$ cat src/rtl/qam16_mixer.sv
// QAM16 symbol mixer: Gray-maps 4-bit symbols to I/Q levels, holds each for a
// fixed number of NCO samples and forms the passband sample I*cos - Q*sin.
module qam16_mixer #(
    parameter int SAMPLES_PER_SYM = 16,
    parameter int NCO_W           = 10,
    parameter int OUT_W           = 13
) (
    input  logic                    clk,
    input  logic                    rst,
    input  logic                    nco_valid,
    input  logic signed [NCO_W-1:0] sin,
    input  logic signed [NCO_W-1:0] cos,
    input  logic                    sym_valid,
    input  logic [3:0]              sym,
    output logic                    sym_ready,
    output logic                    mod_valid,
    output logic signed [OUT_W-1:0] mod_out,
    output logic                    underrun
);

    localparam int CNT_W  = $clog2(SAMPLES_PER_SYM);
    localparam int PROD_W = NCO_W + 3;
    localparam logic [CNT_W-1:0] CNT_LAST = CNT_W'(SAMPLES_PER_SYM - 1);

    typedef enum logic [0:0] {
        ST_IDLE = 1'b0,
        ST_RUN  = 1'b1
    } state_t;

    // Gray code 00,01,11,10 walks the constellation axis -3,-1,+1,+3.
    function automatic logic signed [2:0] gray_level(input logic [1:0] code);
        logic signed [2:0] lvl;
        case (code)
            2'b00:   lvl = 3'sb101;
            2'b01:   lvl = 3'sb111;
            2'b11:   lvl = 3'sb001;
            2'b10:   lvl = 3'sb011;
            default: lvl = 3'sb000;
        endcase
        return lvl;
    endfunction

    state_t                   state_r;
    logic [CNT_W-1:0]         cnt_r;
    logic signed [2:0]        i_lvl_r;
    logic signed [2:0]        q_lvl_r;
    logic signed [PROD_W-1:0] pi_r;
    logic signed [PROD_W-1:0] pq_r;
    logic                     v1_r;
    logic signed [OUT_W-1:0]  mod_out_r;
    logic                     mod_valid_r;
    logic                     underrun_r;

    logic                     sym_ready_s;
    logic                     last_s;
    logic                     accept_s;
    logic                     run_sample_s;
    logic signed [PROD_W-1:0] pi_s;
    logic signed [PROD_W-1:0] pq_s;
    logic signed [OUT_W-1:0]  diff_s;

    assign last_s       = (cnt_r == CNT_LAST);
    assign accept_s     = sym_valid && sym_ready_s;
    assign run_sample_s = nco_valid && (state_r == ST_RUN);

    // Ready is open in IDLE and on the final sample of a symbol so the next
    // symbol can slot in without a gap; held low while reset is asserted.
    always_comb begin
        sym_ready_s = 1'b0;
        if (!rst) begin
            sym_ready_s = 1'b0;
        end else begin
            case (state_r)
                ST_IDLE: sym_ready_s = 1'b1;
                ST_RUN:  sym_ready_s = nco_valid && last_s;
                default: sym_ready_s = 1'b0;
            endcase
        end
    end

    // Signed products and difference, sign-extended before each operation.
    always_comb begin
        pi_s   = PROD_W'(i_lvl_r) * PROD_W'(cos);
        pq_s   = PROD_W'(q_lvl_r) * PROD_W'(sin);
        diff_s = OUT_W'(pi_r) - OUT_W'(pq_r);
    end

    // Symbol sequencing FSM: level registers, sample counter, underrun pulse.
    always_ff @(posedge clk or negedge rst) begin
        if (!rst) begin
            state_r    <= ST_IDLE;
            cnt_r      <= '0;
            i_lvl_r    <= 3'sb000;
            q_lvl_r    <= 3'sb000;
            underrun_r <= 1'b0;
        end else begin
            underrun_r <= 1'b0;
            case (state_r)
                ST_IDLE: begin
                    if (accept_s) begin
                        i_lvl_r <= gray_level(sym[3:2]);
                        q_lvl_r <= gray_level(sym[1:0]);
                        cnt_r   <= '0;
                        state_r <= ST_RUN;
                    end else begin
                        state_r <= ST_IDLE;
                    end
                end
                ST_RUN: begin
                    if (nco_valid) begin
                        if (!last_s) begin
                            cnt_r <= cnt_r + CNT_W'(1'b1);
                        end else if (accept_s) begin
                            i_lvl_r <= gray_level(sym[3:2]);
                            q_lvl_r <= gray_level(sym[1:0]);
                            cnt_r   <= '0;
                        end else begin
                            cnt_r      <= '0;
                            state_r    <= ST_IDLE;
                            underrun_r <= 1'b1;
                        end
                    end else begin
                        state_r <= ST_RUN;
                    end
                end
                default: begin
                    state_r <= ST_IDLE;
                    cnt_r   <= '0;
                end
            endcase
        end
    end

    // Pipeline stage 1: register the two partial products.
    always_ff @(posedge clk or negedge rst) begin
        if (!rst) begin
            pi_r <= '0;
            pq_r <= '0;
            v1_r <= 1'b0;
        end else begin
            v1_r <= run_sample_s;
            if (run_sample_s) begin
                pi_r <= pi_s;
                pq_r <= pq_s;
            end else begin
                pi_r <= pi_r;
                pq_r <= pq_r;
            end
        end
    end

    // Pipeline stage 2: register the difference; output holds when idle.
    always_ff @(posedge clk or negedge rst) begin
        if (!rst) begin
            mod_out_r   <= '0;
            mod_valid_r <= 1'b0;
        end else begin
            mod_valid_r <= v1_r;
            if (v1_r) begin
                mod_out_r <= diff_s;
            end else begin
                mod_out_r <= mod_out_r;
            end
        end
    end

    assign sym_ready = sym_ready_s;
    assign mod_valid = mod_valid_r;
    assign mod_out   = mod_out_r;
    assign underrun  = underrun_r;

endmodule


$ cat config.mk
export PLATFORM = sky130hd
export DESIGN_NAME = qam16_mixer
export DESIGN_NICKNAME = d
export VERILOG_FILES = /design/src/rtl/qam16_mixer.sv
export SDC_FILE = /design/constraint.sdc
export NUM_CORES = 1
export LEC_CHECK = 0
export CAP_MARGIN = 5
export CORE_MARGIN = 5
export CORE_UTILIZATION = 59
export DETAILED_ROUTE_END_ITERATION = 12
export PLACE_DENSITY = 0.82
export SETUP_SLACK_MARGIN = 0.1
export SKIP_CTS_REPAIR_TIMING = 1
export SYNTH_ARGS = -nofsm -noshare
export SYNTH_HDL_FRONTEND = slang
export SYNTH_SLANG_ARGS = --single-unit
$ cat constraint.sdc
create_clock -name clk -period 4.25 [get_ports clk]
set_input_delay 1.0625 -clock clk [delete_from_list [all_inputs] [get_ports clk]]
set_output_delay 1.0625 -clock clk [all_outputs]
set_load 0.02 [all_outputs]
Yosys cells after proc, flatten, opt, wreduce, memory -nomap -nowiden
Cells that the tools add are included.

word-level totals
  logic and storage cells = 56
  register bits = 53
  bits of input ports = 28

cells by class
  mux-type cells = 24
  bitwise logic cells = 1
  multiply operators = 2
  reduce and logical (&&, ||, !) cells = 7
  add/subtract/negate cells = 2
  equality and inequality tests = 10

operator list
  cell                                                                      number
  3-bit by 10-bit multiplier with 13-bit output                             2
  3-bit case mux with 4 select lines                                        2
  3-bit two-way mux                                                         6
  13-bit subtractor                                                         1
  4-bit two-way mux                                                         3
  3-bit case mux with 2 select lines                                        2
  2-bit equality test (second input constant)                               4
  1-bit two-way mux                                                         8
  4-bit case mux with 2 select lines                                        1
  4-bit by 1-bit adder with 4-bit output (second input constant)            1
  2-bit by 1-bit equality test with 1-bit output (second input constant)    2
  4-bit equality test (second input constant)                               1
  2-bit logical NOT                                                         2
  2-bit inequality test (second input constant)                             2
  1-bit case mux with 2 select lines                                        2
  2-bit AND reduction                                                       2
  1-bit logical AND                                                         3
  2-bit by 1-bit inequality test with 1-bit output (second input constant)  1
  1-bit NOT                                                                 1

Depth between registers and ports, before layout
Gate-level depths: netlist of run 1.

  depth after elaboration = 9
  depth in mapped cells = 13
  mapped depth without buffers = 12

Worst setup path after synthesis of run 1
No wires, ideal clock.

  path type = input to register
  start point = input port cos[0]
  end point = register pi_r[11]
  path buffers = 0
  slack = 0.661 ns
  data arrival time = 3.459 ns
  required time = 4.119 ns
  stages on the path = 11
  cells stage by stage = nand2b_1 -> fa_1 -> inv_1 -> fa_1 -> ha_1 -> fa_1 -> a21oi_1 -> o21ai_0 -> a21oi_1 -> a2111o_1 -> nand3_1

on the way
  word-level cells in the longest chain between the ends = 1

ends and longest elaborated chain
  what                                           RTL line  RTL
  from (decl)                                    12        input logic signed [NCO_W-1:0] cos,
  3-bit by 10-bit multiplier with 13-bit output  83        pi_s = PROD_W'(i_lvl_r) * PROD_W'(cos);
  to (signal assigned)                           143       pi_r <= pi_s;
  to (signal assigned)                           146       pi_r <= pi_r;
  to (decl)                                      47        logic signed [PROD_W-1:0] pi_r;

No other way between the ends.
A chain may end at the register's enable or synchronous reset.

Worst setup path in the final report of run 1
  start point = input port cos[3]
  end point = register pi_r[9]

Same word-level chain as after synthesis.

==> summary.txt, run 1 <==
Outcome
  • Status: completed

Timing
  • Pin slew with the least headroom to its limit: approximately 0.7 ns
  • Worst hold slack across all endpoints: 0.4929 ns
  • Final period demand of the worst path: between 3 and 4 ns
  • Final count of hold timing violations: 0
  • Peak Freq: approximately 260 MHz
  • Headroom to the max-slew limit: 0.5337
  • Clock tree skew after final layout: approximately 0.010 ns
  • Unrepaired setup endpoints after global routing: false
  • Portion of the clock cycle consumed by the worst path in the final layout: 0.9202
  • Finish-stage setup viols: 0
  • Final Slew Violations: 0

Synthesis
  • Top post-synthesis cells by count: sky130_fd_sc_hd__nand2_1 (65), sky130_fd_sc_hd__ha_1 (57), sky130_fd_sc_hd__dfrtp_1 (52)
  • Post-synth EDFFs: 0
  • Proportion of synthesized flip-flops having asynchronous set or reset: 1.000
  • Proportion of netlist area held by the largest area contributor: 0.2878
  • Synthesized area per cell: about 9 sq um
  • Cells after synthesis: approximately 500
  • Top cells by area, synth: sky130_fd_sc_hd__dfrtp_1 (29%), sky130_fd_sc_hd__ha_1 (16%), sky130_fd_sc_hd__fa_1 (10%), sky130_fd_sc_hd__nand2_1 (5.4%), sky130_fd_sc_hd__o21ai_0 (4.5%)
  • Biggest area consumer among synthesized cells: sky130_fd_sc_hd__dfrtp_1
  • Post-synthesis instance area: between 4000 and 5000 sq um
  • Post-synth cell types: 49
  • Count of state elements after synthesis: 52
  • Main synth FF type: sky130_fd_sc_hd__dfrtp_1
  • Yosys warning count: 0
  • Dominant cell by count in the synthesized netlist: sky130_fd_sc_hd__nand2_1
  • Portion of the post-synthesis area used by sequential elements: 0.2878
  • Syn_nets: about 610

Routing
  • Detailed-router iteration count before antenna repair: 4
  • Routed length per instance: 13.59 um
  • Violation count after the first detailed-route iteration: 133
  • Drt total wl: 8.741 mm
  • Via count: approximately 3700
  • Number of design rule violations left after detail routing: 0
  • Via density per instance: around 5.7
  • Remaining antenna violation count: 0

Worst setup path
  • Worst-path maximum fanout: 4
  • Required time of the worst setup path: around 4.5 ns
  • Max stage delay on crit path: around 0.62 ns
  • Endpoint of the most critical register-to-register path: pi_r[9]$_DFFE_PN0P_
  • Critical Path, Cell by Cell: clkdlybuf4s50_1, nand2b_1, fa_1, inv_1, ha_1, ha_1, a21oi_1, o21ai_0, a21oi_2, or4b_2, nand3_1
  • Signal arrival time at the worst endpoint: between 4 and 5 ns
  • Bufs and invs on worst path: 2
  • Number of cells on the worst reg-to-reg path: 10
  • Top delay family on crit path: adder cells
  • Critical path launch point type: primary input
  • Most common cell on crit path: sky130_fd_sc_hd__ha_1
  • Setup slack of the worst register-to-register path: approximately 0.84 ns
  • Launch point of the worst path: cos[3]
  • Source of the worst register-to-register timing path: q_lvl_r[0]$_DFFE_PN0P_
  • Kind of end point of the critical path: register
  • Kind of critical path: in2reg
  • Slowest cell on the critical path: sky130_fd_sc_hd__or4b_2

Floorplan
  • Width of the die: 97.55 um
  • Area of the die: 9515 sq um
  • Placement row count: 32
  • I/O pin count: 44
  • Die Height: 97.55 um
  • Initial Util: 0.5944
  • Area of the core: between 7000 and 8000 sq um

Clock network
  • Insertion delay of the later-clocked pin in the worst-skew pair: 0.31 ns
  • Clk slew on worst S/H paths: 0.10 ns
  • Cell chosen for the clock root: sky130_fd_sc_hd__clkbuf_8
  • Clock tree from TritonCTS: built
  • Clock tree buffer depth: 2
  • Count of H-tree levels built during CTS: 2
  • Clock tree sinks: 52
  • TritonCTS buffer count: 5

Worst hold path
  • Tightest Hold Check Type: reg2reg
  • Depth of the worst hold-timing path: 2
  • Hold path startpoint: mod_out[5]$_DFFE_PN0P_
  • End point of the worst hold path: mod_out[5]$_DFFE_PN0P_

Placed design
  • Final estimated routing congestion in global placement: about 0.85
  • Detailed Place HPWL: 7.160 mm
  • Count of input and output buffers: between 40 and 50

Final layout
  • Core occupancy in the finished layout: 0.6758
  • Count of inserted antenna diode cells: 0
  • Share of layout cells above drive strength 1: 0.05730
  • Final layout net count: 648
  • Area Overhead vs Synth: 13.70%
  • Layout filler cell count: 630

Global routing
  • Largest net degree at the start of global routing: 54
  • Antenna violations before repair: 0
  • Number of global-route vias before repair: 3620
  • GRT overflow: 0
  • Wire length of the first global-routing pass: 15.64 mm
  • Global router's overall resource usage: 0.1930

Flow run
  • Reported max-cap violation count: 0

Pwr
  • Leak Pwr: roughly 2.4 nW
  • Ratio of total power to cell area: slightly above 800 nW/um^2
  • Largest vdd supply drop: ~0.37 mV
[per-stage QoR]
stage | setup WS [ns] | instance area, sq um | setup TNS, ns | std cells | total power, W
floorplan | 0.6607 | 4522 | 0 | 501 | 0.003222
global placement | 0.06942 | 5044 | 0 | 635 | 0.003829
detailed placement | -0.04573 | 5044 | -0.07153 | 635 | 0.003962
CTS | 0.2794 | 5137 | 0 | 643 | 0.004281
global route | 0.1504 | 5141 | 0 | 643 | 0.004747
finish | 0.3393 | 5141 | 0 | 643 | 0.004255
[cell usage in the layout, fill, tap and decap left out, types with 10 or more instances in the layout]
cell type,n
sky130_fd_sc_hd__clkdlybuf4s50_1,42
sky130_fd_sc_hd__xnor2_1,10
sky130_fd_sc_hd__a21oi_1,22
sky130_fd_sc_hd__nand2_1,65
sky130_fd_sc_hd__ha_1,57
sky130_fd_sc_hd__inv_1,50
sky130_fd_sc_hd__o21ai_0,41
sky130_fd_sc_hd__nand2b_1,12
sky130_fd_sc_hd__fa_1,23
sky130_fd_sc_hd__dfrtp_1,52
sky130_fd_sc_hd__nand3_1,12
sky130_fd_sc_hd__nor2b_1,14
sky130_fd_sc_hd__nor2_1,13
sky130_fd_sc_hd__and2_1,22
[per-layer routing]
layer | vias up | part of all wire | GRT usage
met5 | - | 0 | 0
met4 | 0 | 0.011 | 0.05005
met3 | 12 | 0.033 | 0.02800
met2 | 70 | 0.51 | 0.3342
met1 | 1780 | 0.45 | 0.2536
li1 | 1798 | - | -
[cells by family after synthesis]
logic type / share of synthesized area
and+or+nand+nor: 0.1774
xor gates and xnor gates: 0.03486
AOI/OAI and AO/OA: 0.1616
muxes: 0.02214
buffers and inverters: 0.05672
DFF: 0.2878
adders and majority gates: 0.2595
[worst max-delay path by stage]
stage | end | slack [ns] | cells after the start
4_1_cts | pi_r[11]$_DFFE_PN0P_ | 0.28 | 12
3_5_place_dp | pi_r[11]$_DFFE_PN0P_ | -0.05 | 12
2_1_floorplan | pi_r[11]$_DFFE_PN0P_ | 0.66 | 11
6_report | pi_r[9]$_DFFE_PN0P_ | 0.34 | 11
3_3_place_gp | pi_r[11]$_DFFE_PN0P_ | 0.07 | 12
5_1_grt | pi_r[11]$_DFFE_PN0P_ | 0.15 | 12
[flip-flops by register name (all words and copies together) (netlist names)]
| register | count |
|---|---|
| mod_valid | 1 |
| v1_r | 1 |
| mod_out | 13 |
| i_lvl_r | 2 |
| cnt_r | 4 |
| pq_r | 13 |
| q_lvl_r | 3 |
| pi_r | 13 |
| state_r | 1 |
| underrun | 1 |
[final cells by class]
type | instances | area [sq um] | area share
well taps | 102 | 127.6 | 0.02482
multi-input cells | 383 | 2968 | 0.5773
clock buffers | 7 | 86.33 | 0.01679
inverters | 50 | 187.7 | 0.03651
clock inverters | 1 | 7.507 | 0.001460
repair buffers | 48 | 462.9 | 0.09005
flip-flops and latches | 52 | 1301 | 0.2531
[power by group]
| group | internal, W | switching, W |
|---|---|---|
| Clock | 0.000133 | 0.000160 |
| Combinational | 0.00138 | 0.00164 |
| Sequential | 0.000736 | 0.000203 |
[worst register-to-register path: stages, from the launching register on]
cell	delay [ns]
sky130_fd_sc_hd__dfrtp_1	0.73
sky130_fd_sc_hd__and2_1	0.23
sky130_fd_sc_hd__fa_1	0.43
sky130_fd_sc_hd__ha_1	0.31
sky130_fd_sc_hd__ha_1	0.18
sky130_fd_sc_hd__fa_1	0.22
sky130_fd_sc_hd__a21oi_1	0.07
sky130_fd_sc_hd__o21ai_0	0.33
sky130_fd_sc_hd__a21oi_2	0.14
sky130_fd_sc_hd__or4b_2	0.62
sky130_fd_sc_hd__nand3_1	0.09
Note: power is estimated with default switching activity, not from simulation.
==> run 2: changes to the inputs <==
Settings changed: CTS_CLUSTER_SIZE set to 12.
==> results of run 2 <==
Same layout as run 1: the final DEF is identical, and so are final timing and power.
